--- src/rtl/uart_tx_arbiter.sv ---
// Round-robin byte arbiter feeding one shared UART transmitter with bounded bursts per grant.
// Optional watchdog on the transmitter handshake is enabled with `define UART_ARB_WDOG_EN.
//   state     | meaning
//   IDLE      | no owner; waiting for a request while the transmitter is idle
//   START     | byte latched; o_start pulses on the way out of this state
//   WAIT_BUSY | waiting for the transmitter to leave idle
//   WAIT_DONE | waiting for the transmitter to return to idle
module uart_tx_arbiter #(
  parameter int NREQ            = 4,
  parameter int MAX_BURST       = 4,
  parameter int TIMER_BITS      = 32,
  parameter int CLOCKS_PER_BAUD = 868
) (
  input  logic              clk,
  input  logic              i_reset,
  input  logic [NREQ-1:0]   i_req,
  input  logic [8*NREQ-1:0] i_data,
  output logic [NREQ-1:0]   o_ack,
  output logic [NREQ-1:0]   o_grant,
  output logic              o_start,
  output logic [9:0]        o_frame,
  input  logic [3:0]        i_tx_bit,
  output logic              o_busy,
  output logic [2:0]        o_state,
  output logic              o_fault
);

  typedef enum logic [2:0] {
    S_IDLE      = 3'd0,
    S_START     = 3'd1,
    S_WAIT_BUSY = 3'd2,
    S_WAIT_DONE = 3'd3
  } state_t;

  localparam int            IW        = (NREQ > 1) ? $clog2(NREQ) : 1;
  localparam logic [3:0]    BURST_MAX = 4'(MAX_BURST);
  localparam logic [IW-1:0] LAST_RST  = IW'(NREQ - 1);

  if (NREQ < 2 || NREQ > 8 || MAX_BURST < 1 || MAX_BURST > 15 ||
      TIMER_BITS < 1 || CLOCKS_PER_BAUD < 1) begin : g_param_check
    $error("uart_tx_arbiter: parameter out of range");
  end

  state_t          state, state_nxt;
  logic [IW-1:0]   last, last_nxt, owner, owner_nxt, win_idx;
  logic            win_found;
  logic [3:0]      burst, burst_nxt;
  logic [9:0]      frame, frame_nxt;
  logic [NREQ-1:0] ack_nxt, grant_nxt;
  logic            start_nxt;
  logic            tx_idle;
  logic [7:0]      req_byte [NREQ];

  assign tx_idle = (i_tx_bit == 4'hF);

  for (genvar g = 0; g < NREQ; g++) begin : g_bytes
    assign req_byte[g] = i_data[8*g +: 8];
  end

`ifdef UART_ARB_WDOG_EN
  localparam logic [TIMER_BITS-1:0] WDOG_LAST = TIMER_BITS'(12 * CLOCKS_PER_BAUD - 1);
  logic [TIMER_BITS-1:0] wdog, wdog_nxt;
  logic                  fault, fault_nxt;
`endif

  // Search starts just after the previous owner so every requester gets a turn.
  always_comb begin
    logic [IW-1:0] cand;
    win_found = 1'b0;
    win_idx   = '0;
    cand      = '0;
    for (int i = 1; i <= NREQ; i++) begin
      cand = IW'((int'(last) + i) % NREQ);
      if (!win_found && i_req[cand]) begin
        win_found = 1'b1;
        win_idx   = cand;
      end
    end
  end

  always_comb begin
    state_nxt = state;
    last_nxt  = last;
    owner_nxt = owner;
    burst_nxt = burst;
    frame_nxt = frame;
    ack_nxt   = '0;
    grant_nxt = o_grant;
    start_nxt = 1'b0;
    case (state)
      S_IDLE: begin
        if (win_found && tx_idle) begin
          owner_nxt          = win_idx;
          frame_nxt          = {1'b1, req_byte[win_idx], 1'b0};
          ack_nxt[win_idx]   = 1'b1;
          grant_nxt          = '0;
          grant_nxt[win_idx] = 1'b1;
          burst_nxt          = 4'd1;
          state_nxt          = S_START;
        end
      end
      S_START: begin
        start_nxt = 1'b1;
        state_nxt = S_WAIT_BUSY;
      end
      S_WAIT_BUSY: begin
        if (!tx_idle) state_nxt = S_WAIT_DONE;
      end
      S_WAIT_DONE: begin
        if (tx_idle) begin
          if (i_req[owner] && burst < BURST_MAX) begin
            frame_nxt      = {1'b1, req_byte[owner], 1'b0};
            ack_nxt[owner] = 1'b1;
            burst_nxt      = burst + 4'd1;
            state_nxt      = S_START;
          end else begin
            last_nxt  = owner;
            grant_nxt = '0;
            state_nxt = S_IDLE;
          end
        end
      end
      default: state_nxt = S_IDLE;
    endcase
`ifdef UART_ARB_WDOG_EN
    wdog_nxt  = wdog;
    fault_nxt = fault;
    if (state == S_WAIT_BUSY || state == S_WAIT_DONE) begin
      if (wdog == WDOG_LAST) begin
        fault_nxt = 1'b1;
        last_nxt  = owner;
        grant_nxt = '0;
        ack_nxt   = '0;
        frame_nxt = frame;
        burst_nxt = burst;
        state_nxt = S_IDLE;
        wdog_nxt  = '0;
      end else begin
        wdog_nxt = wdog + 1'b1;
      end
    end else begin
      wdog_nxt = '0;
    end
    if (state_nxt == S_START) wdog_nxt = '0;
`endif
  end

  always_ff @(posedge clk) begin
    if (i_reset) begin
      state   <= S_IDLE;
      last    <= LAST_RST;
      owner   <= '0;
      burst   <= '0;
      frame   <= 10'h3FF;
      o_ack   <= '0;
      o_grant <= '0;
      o_start <= 1'b0;
`ifdef UART_ARB_WDOG_EN
      wdog    <= '0;
      fault   <= 1'b0;
`endif
    end else begin
      state   <= state_nxt;
      last    <= last_nxt;
      owner   <= owner_nxt;
      burst   <= burst_nxt;
      frame   <= frame_nxt;
      o_ack   <= ack_nxt;
      o_grant <= grant_nxt;
      o_start <= start_nxt;
`ifdef UART_ARB_WDOG_EN
      wdog    <= wdog_nxt;
      fault   <= fault_nxt;
`endif
    end
  end

  assign o_frame = frame;
  assign o_busy  = (state != S_IDLE);
  assign o_state = state;
`ifdef UART_ARB_WDOG_EN
  assign o_fault = fault;
`else
  assign o_fault = 1'b0;
`endif

endmodule

--- config.mk ---
export PLATFORM = sky130hd
export DESIGN_NAME = uart_tx_arbiter
export DESIGN_NICKNAME = d
export VERILOG_FILES = /design/src/rtl/uart_tx_arbiter.sv
export SDC_FILE = /design/constraint.sdc
export NUM_CORES = 1
export LEC_CHECK = 0
export BUFFER_PORTS_ARGS = -buffer_cell sky130_fd_sc_hd__buf_2
export CORE_ASPECT_RATIO = 0.75
export CORE_UTILIZATION = 30
export CTS_CLUSTER_SIZE = 10
export DETAILED_ROUTE_END_ITERATION = 8
export HOLD_SLACK_MARGIN = 0.1
export PLACE_DENSITY_LB_ADDON = 0.3
export RECOVER_POWER = 50
export SYNTH_ARGS = -nofsm -noshare
export SYNTH_HDL_FRONTEND = slang
export SYNTH_SLANG_ARGS = --single-unit
--- constraint.sdc ---
create_clock -name clk -period 3 [get_ports clk]
set_input_delay 0 -clock clk [delete_from_list [all_inputs] [get_ports clk]]
set_output_delay 0 -clock clk [all_outputs]
set_load 0.05 [all_outputs]
==> impl_results.html <==
<table>
<tr><th>Metric</th><th>Value</th></tr>
<tr><th colspan="2">Placed design</th></tr>
<tr><td>Routability-driven placement congestion ratio</td><td>0.7699</td></tr>
<tr><td>Number of input and output port buffers inserted</td><td>62</td></tr>
<tr><td>Half-perimeter wire length after placement</td><td>3709 um</td></tr>
<tr><th colspan="2">Worst setup path</th></tr>
<tr><td>Critical Path Start Type</td><td>register</td></tr>
<tr><td>Cell count of the worst reg-to-reg path</td><td>6</td></tr>
<tr><td>Required time of the worst setup path</td><td>3.17 ns</td></tr>
<tr><td>Slack of the worst reg-to-reg path</td><td>0.71 ns</td></tr>
<tr><td>Crit path kind</td><td>reg -&gt; reg</td></tr>
<tr><td>Type of element capturing the critical path</td><td>register</td></tr>
<tr><td>Endpoint arrival time on the critical path</td><td>2.46 ns</td></tr>
<tr><td>Critical register-to-register path startpoint</td><td>o_state[0]</td></tr>
<tr><td>Worst path max stage delay</td><td>0.67 ns</td></tr>
<tr><td>Cell-by-cell listing of the critical path</td><td>ha_1 &gt; a21oi_1 &gt; o21ba_2 &gt; nand2_4 &gt; a21oi_1 &gt; a221o_1</td></tr>
<tr><td>Endpoint of the worst register-to-register path</td><td>o_frame[3]</td></tr>
<tr><td>CP most frequent cell</td><td>sky130_fd_sc_hd__a21oi_1</td></tr>
<tr><td>Crit path max fanout</td><td>21</td></tr>
<tr><td>Master of the slowest instance on the critical path</td><td>sky130_fd_sc_hd__ha_1</td></tr>
<tr><th colspan="2">Worst hold path</th></tr>
<tr><td>Hold Path End</td><td>o_frame[4]</td></tr>
<tr><td>Worst Hold Launch</td><td>i_data[27]</td></tr>
<tr><td>Worst hold path stage count</td><td>3</td></tr>
<tr><td>Hold WC Path Type</td><td>in -&gt; reg</td></tr>
<tr><th colspan="2">Finish</th></tr>
<tr><td>Filler Cell Count</td><td>627</td></tr>
<tr><td>Antenna diode count</td><td>0</td></tr>
<tr><td>Count of nets after finishing</td><td>304</td></tr>
<tr><td>Share of post-route cells with drive strength above 1</td><td>0.2824</td></tr>
<tr><td>Area added between synthesis and finish</td><td>17.33%</td></tr>
<tr><td>Most frequent cells in the layout</td><td>sky130_fd_sc_hd__buf_2 (41), sky130_fd_sc_hd__dfxtp_1 (28), sky130_fd_sc_hd__clkbuf_1 (21)</td></tr>
<tr><td>Most common library cell in the layout ignoring fill and taps</td><td>sky130_fd_sc_hd__buf_2</td></tr>
<tr><th colspan="2">Status</th></tr>
<tr><td>Outcome</td><td>completed</td></tr>
<tr><th colspan="2">STA</th></tr>
<tr><td>Final setup vio count</td><td>0</td></tr>
<tr><td>Slew of the pin with the lowest slew margin</td><td>0.7552 ns</td></tr>
<tr><td>Setup repair after global routing missed its margin</td><td>no</td></tr>
<tr><td>Final clock period utilization by the worst path</td><td>0.7629</td></tr>
<tr><td>Final Hold Slack</td><td>0.1158 ns</td></tr>
<tr><td>Clock period minus final worst setup slack</td><td>2.289 ns</td></tr>
<tr><td>Final sum of negative setup slack</td><td>0 ns</td></tr>
<tr><td>Number of max-slew violations in the final report</td><td>0</td></tr>
<tr><td>Total count of hold-check failures in the final report</td><td>0</td></tr>
<tr><td>Worst clock skew</td><td>0.003178 ns</td></tr>
<tr><td>Relative max-transition margin</td><td>0.4935</td></tr>
<tr><td>Fmax</td><td>0.4369 GHz</td></tr>
<tr><th colspan="2">Clock tree</th></tr>
<tr><td>Number of H-tree levels</td><td>1</td></tr>
<tr><td>TritonCTS Buffers</td><td>3</td></tr>
<tr><td>Clock latency reported for the late side of the worst-skew pair</td><td>0.27 ns</td></tr>
<tr><td>Clock-pin slew on the worst setup and hold paths</td><td>0.09 ns</td></tr>
<tr><td>Clock tree from TritonCTS</td><td>done</td></tr>
<tr><td>Root buf cell</td><td>sky130_fd_sc_hd__clkbuf_8</td></tr>
<tr><td>Clock sink total</td><td>28</td></tr>
<tr><td>Maximum count of clock buffers along a single path</td><td>2</td></tr>
<tr><th colspan="2">Logic synthesis</th></tr>
<tr><td>Top post-synthesis cells by area</td><td>sky130_fd_sc_hd__dfxtp_1 (29%), sky130_fd_sc_hd__mux4_2 (11%), sky130_fd_sc_hd__mux2_2 (4.1%)</td></tr>
<tr><td>Proportion of synthesized chip area in sequential cells</td><td>0.2930</td></tr>
<tr><td>Cell count after synthesis</td><td>203</td></tr>
<tr><td>Number of flip-flops and latches in the synthesized netlist</td><td>28</td></tr>
<tr><td>Count of different cell masters after synthesis</td><td>46</td></tr>
<tr><td>Warnings from Yosys</td><td>0</td></tr>
<tr><td>Area of the mapped netlist</td><td>0.001913 mm^2</td></tr>
<tr><td>Share of Yosys cell area claimed by the top area cell type</td><td>0.2930</td></tr>
<tr><td>Synthesized area per cell</td><td>9.424 um^2</td></tr>
<tr><td>Cell type with the largest total area after synthesis</td><td>sky130_fd_sc_hd__dfxtp_1</td></tr>
<tr><th colspan="2">Global route</th></tr>
<tr><td>Global-route wire length before repair</td><td>8273 um</td></tr>
<tr><td>GRT Total Usage</td><td>0.1576</td></tr>
<tr><td>Via count of the first global-routing pass</td><td>1681</td></tr>
<tr><td>Largest net degree at the start of global routing</td><td>30</td></tr>
<tr><td>Antenna violations before repair</td><td>0</td></tr>
<tr><td>Sum of overflow across all layers after global routing</td><td>0</td></tr>
<tr><th colspan="2">Route</th></tr>
<tr><td>Antenna Nets Post-Route</td><td>0</td></tr>
<tr><td>First-pass iteration count of the detailed router</td><td>4</td></tr>
<tr><td>First-iteration detailed-routing DRC count</td><td>70</td></tr>
<tr><td># DRC</td><td>0</td></tr>
<tr><td>Wire length after detailed routing</td><td>5025 um</td></tr>
<tr><td>Post-DR vias/cell</td><td>5.273</td></tr>
<tr><td>Avg WL per Cell</td><td>15.09 um</td></tr>
<tr><td>Via count</td><td>1756</td></tr>
<tr><th colspan="2">Power and ir drop</th></tr>
<tr><td>Highest ir drop seen on vdd</td><td>406.6 uV</td></tr>
<tr><td>Leak pwr</td><td>0.9037 nW</td></tr>
<tr><td>Power density relative to cell area</td><td>685.3 mW/mm^2</td></tr>
<tr><th colspan="2">Job</th></tr>
<tr><td>Max-cap violations</td><td>0</td></tr>
<tr><th colspan="2">Floorplan</th></tr>
<tr><td>Core area</td><td>0.005976 mm^2</td></tr>
<tr><td>I/O pins</td><td>66</td></tr>
<tr><td>Starting density of the core</td><td>0.3201</td></tr>
<tr><td>Height of the die</td><td>71.16 um</td></tr>
<tr><td>Chip width</td><td>94.21 um</td></tr>
<tr><td>Number of rows created at floorplan</td><td>24</td></tr>
<tr><td>Die Outline Area</td><td>0.006704 mm^2</td></tr>
</table>
## cell families (layout without fill, tap and decap cells)
logic type,Yosys count,count (layout),share of synthesized area
multiplexers,23,23,0.1838
buffers and inverters,24,75,0.07848
AO/OA/AOI/OAI,61,61,0.2466
flip-flops,28,28,0.2930
AND/OR/NAND/NOR,60,60,0.1616
adder cells (fa/ha/maj),5,5,0.03270
other,2,3,0.003926
## report_power, final
group	leakage, nW	internal [W]	switching [W]	total [W]
Clock	0.0216	0.0000903	0.000117	0.000207
Sequential	0.229	0.000448	0.0000521	0.000500
Combinational	0.654	0.000233	0.000598	0.000831
Total	0.904	0.000771	0.000767	0.00154
## repair_timing
item / CTS / global route
gates resized for setup: 0 / 0
hold buffers: 1 / 0
endpoints found under the hold margin: 1 / 0
setup buffers: 0 / 0
setup endpoints to repair: 0 / 0
## worst max-delay path by stage
stage                from    endpoint  slack [ns]  cells after the start
3_3_place_gp   o_state[0]  o_frame[3]        0.84                      6
3_5_place_dp   o_state[0]  o_frame[3]        0.72                      6
2_1_floorplan  o_state[0]  o_frame[1]        0.93                      6
5_1_grt        o_state[0]    burst[3]        0.51                      6
4_1_cts        o_state[0]  o_frame[3]        0.71                      6
6_report       o_state[0]  o_frame[3]        0.71                      6
## layer usage
layer	GRT usage	vias to the layer above	routed length, um
li1	-	869	-
met1	0.2292	827	2490
met5	0	-	0
met2	0.2415	58	2126
met4	0.02051	0	19
met3	0.03763	2	389
## synth_stat cells (all sizes together)
library cell,number
buf,13
mux2,7
a41oi,1
nor3,10
o31ai,5
o211ai,6
or3,1
nor4,1
a211oi,3
and4,1
nand2b,2
dfxtp,28
ha,5
a221o,1
o221ai,1
a21o,6
a21oi,14
o21ba,1
nand3,1
and2b,2
mux4,9
o21ai,2
nand2,14
o21bai,1
mux2i,7
nor4b,2
nand4,1
a32oi,2
conb,2
inv,6
clkbuf,4
a221oi,9
nor2,19
nor2b,6
o211a,1
a22oi,5
a31oi,3
clkdlybuf4s25,1
## sequential cells by signal, indices dropped and copies added (netlist names)
name	count
o_frame	9
burst	4
o_ack	4
o_grant	4
last	2
o_state	2
owner	2
o_start	1
## layout make-up
type / count / area, um^2 / area share
Inverter: 6 / 22.52 / 0.01003
Sequential cell: 28 / 560.5 / 0.2497
Tap cell: 78 / 97.59 / 0.04348
Timing Repair Buffer: 66 / 316.6 / 0.1410
Clock buffer: 3 / 41.29 / 0.01839
Multi-Input combinational cell: 152 / 1206 / 0.5373
## through the flow
stage	utilization	worst slack [ns]	std cells	total power, W	instance area [um^2]
2_1_floorplan	-	0.9303	204	0.001164	1917
3_3_place_gp	0.3714	0.8404	329	0.001350	2220
3_5_place_dp	0.3714	0.7187	329	0.001355	2220
4_1_cts	0.3800	0.7112	333	0.001564	2271
5_1_grt	0.3756	0.5076	333	0.001642	2245
6_report	0.3756	0.7112	333	0.001538	2245
## critical path, delay by kind of cell, from the launching register on
| family | cells | cell delay, ns |
|---|---|---|
| compound gates | 4 | 0.91 |
| fa+ha+maj | 1 | 0.67 |
| simple gates | 1 | 0.20 |
| flops | 1 | 0.40 |
No activity file was read; power rests on OpenSTA's default activity.
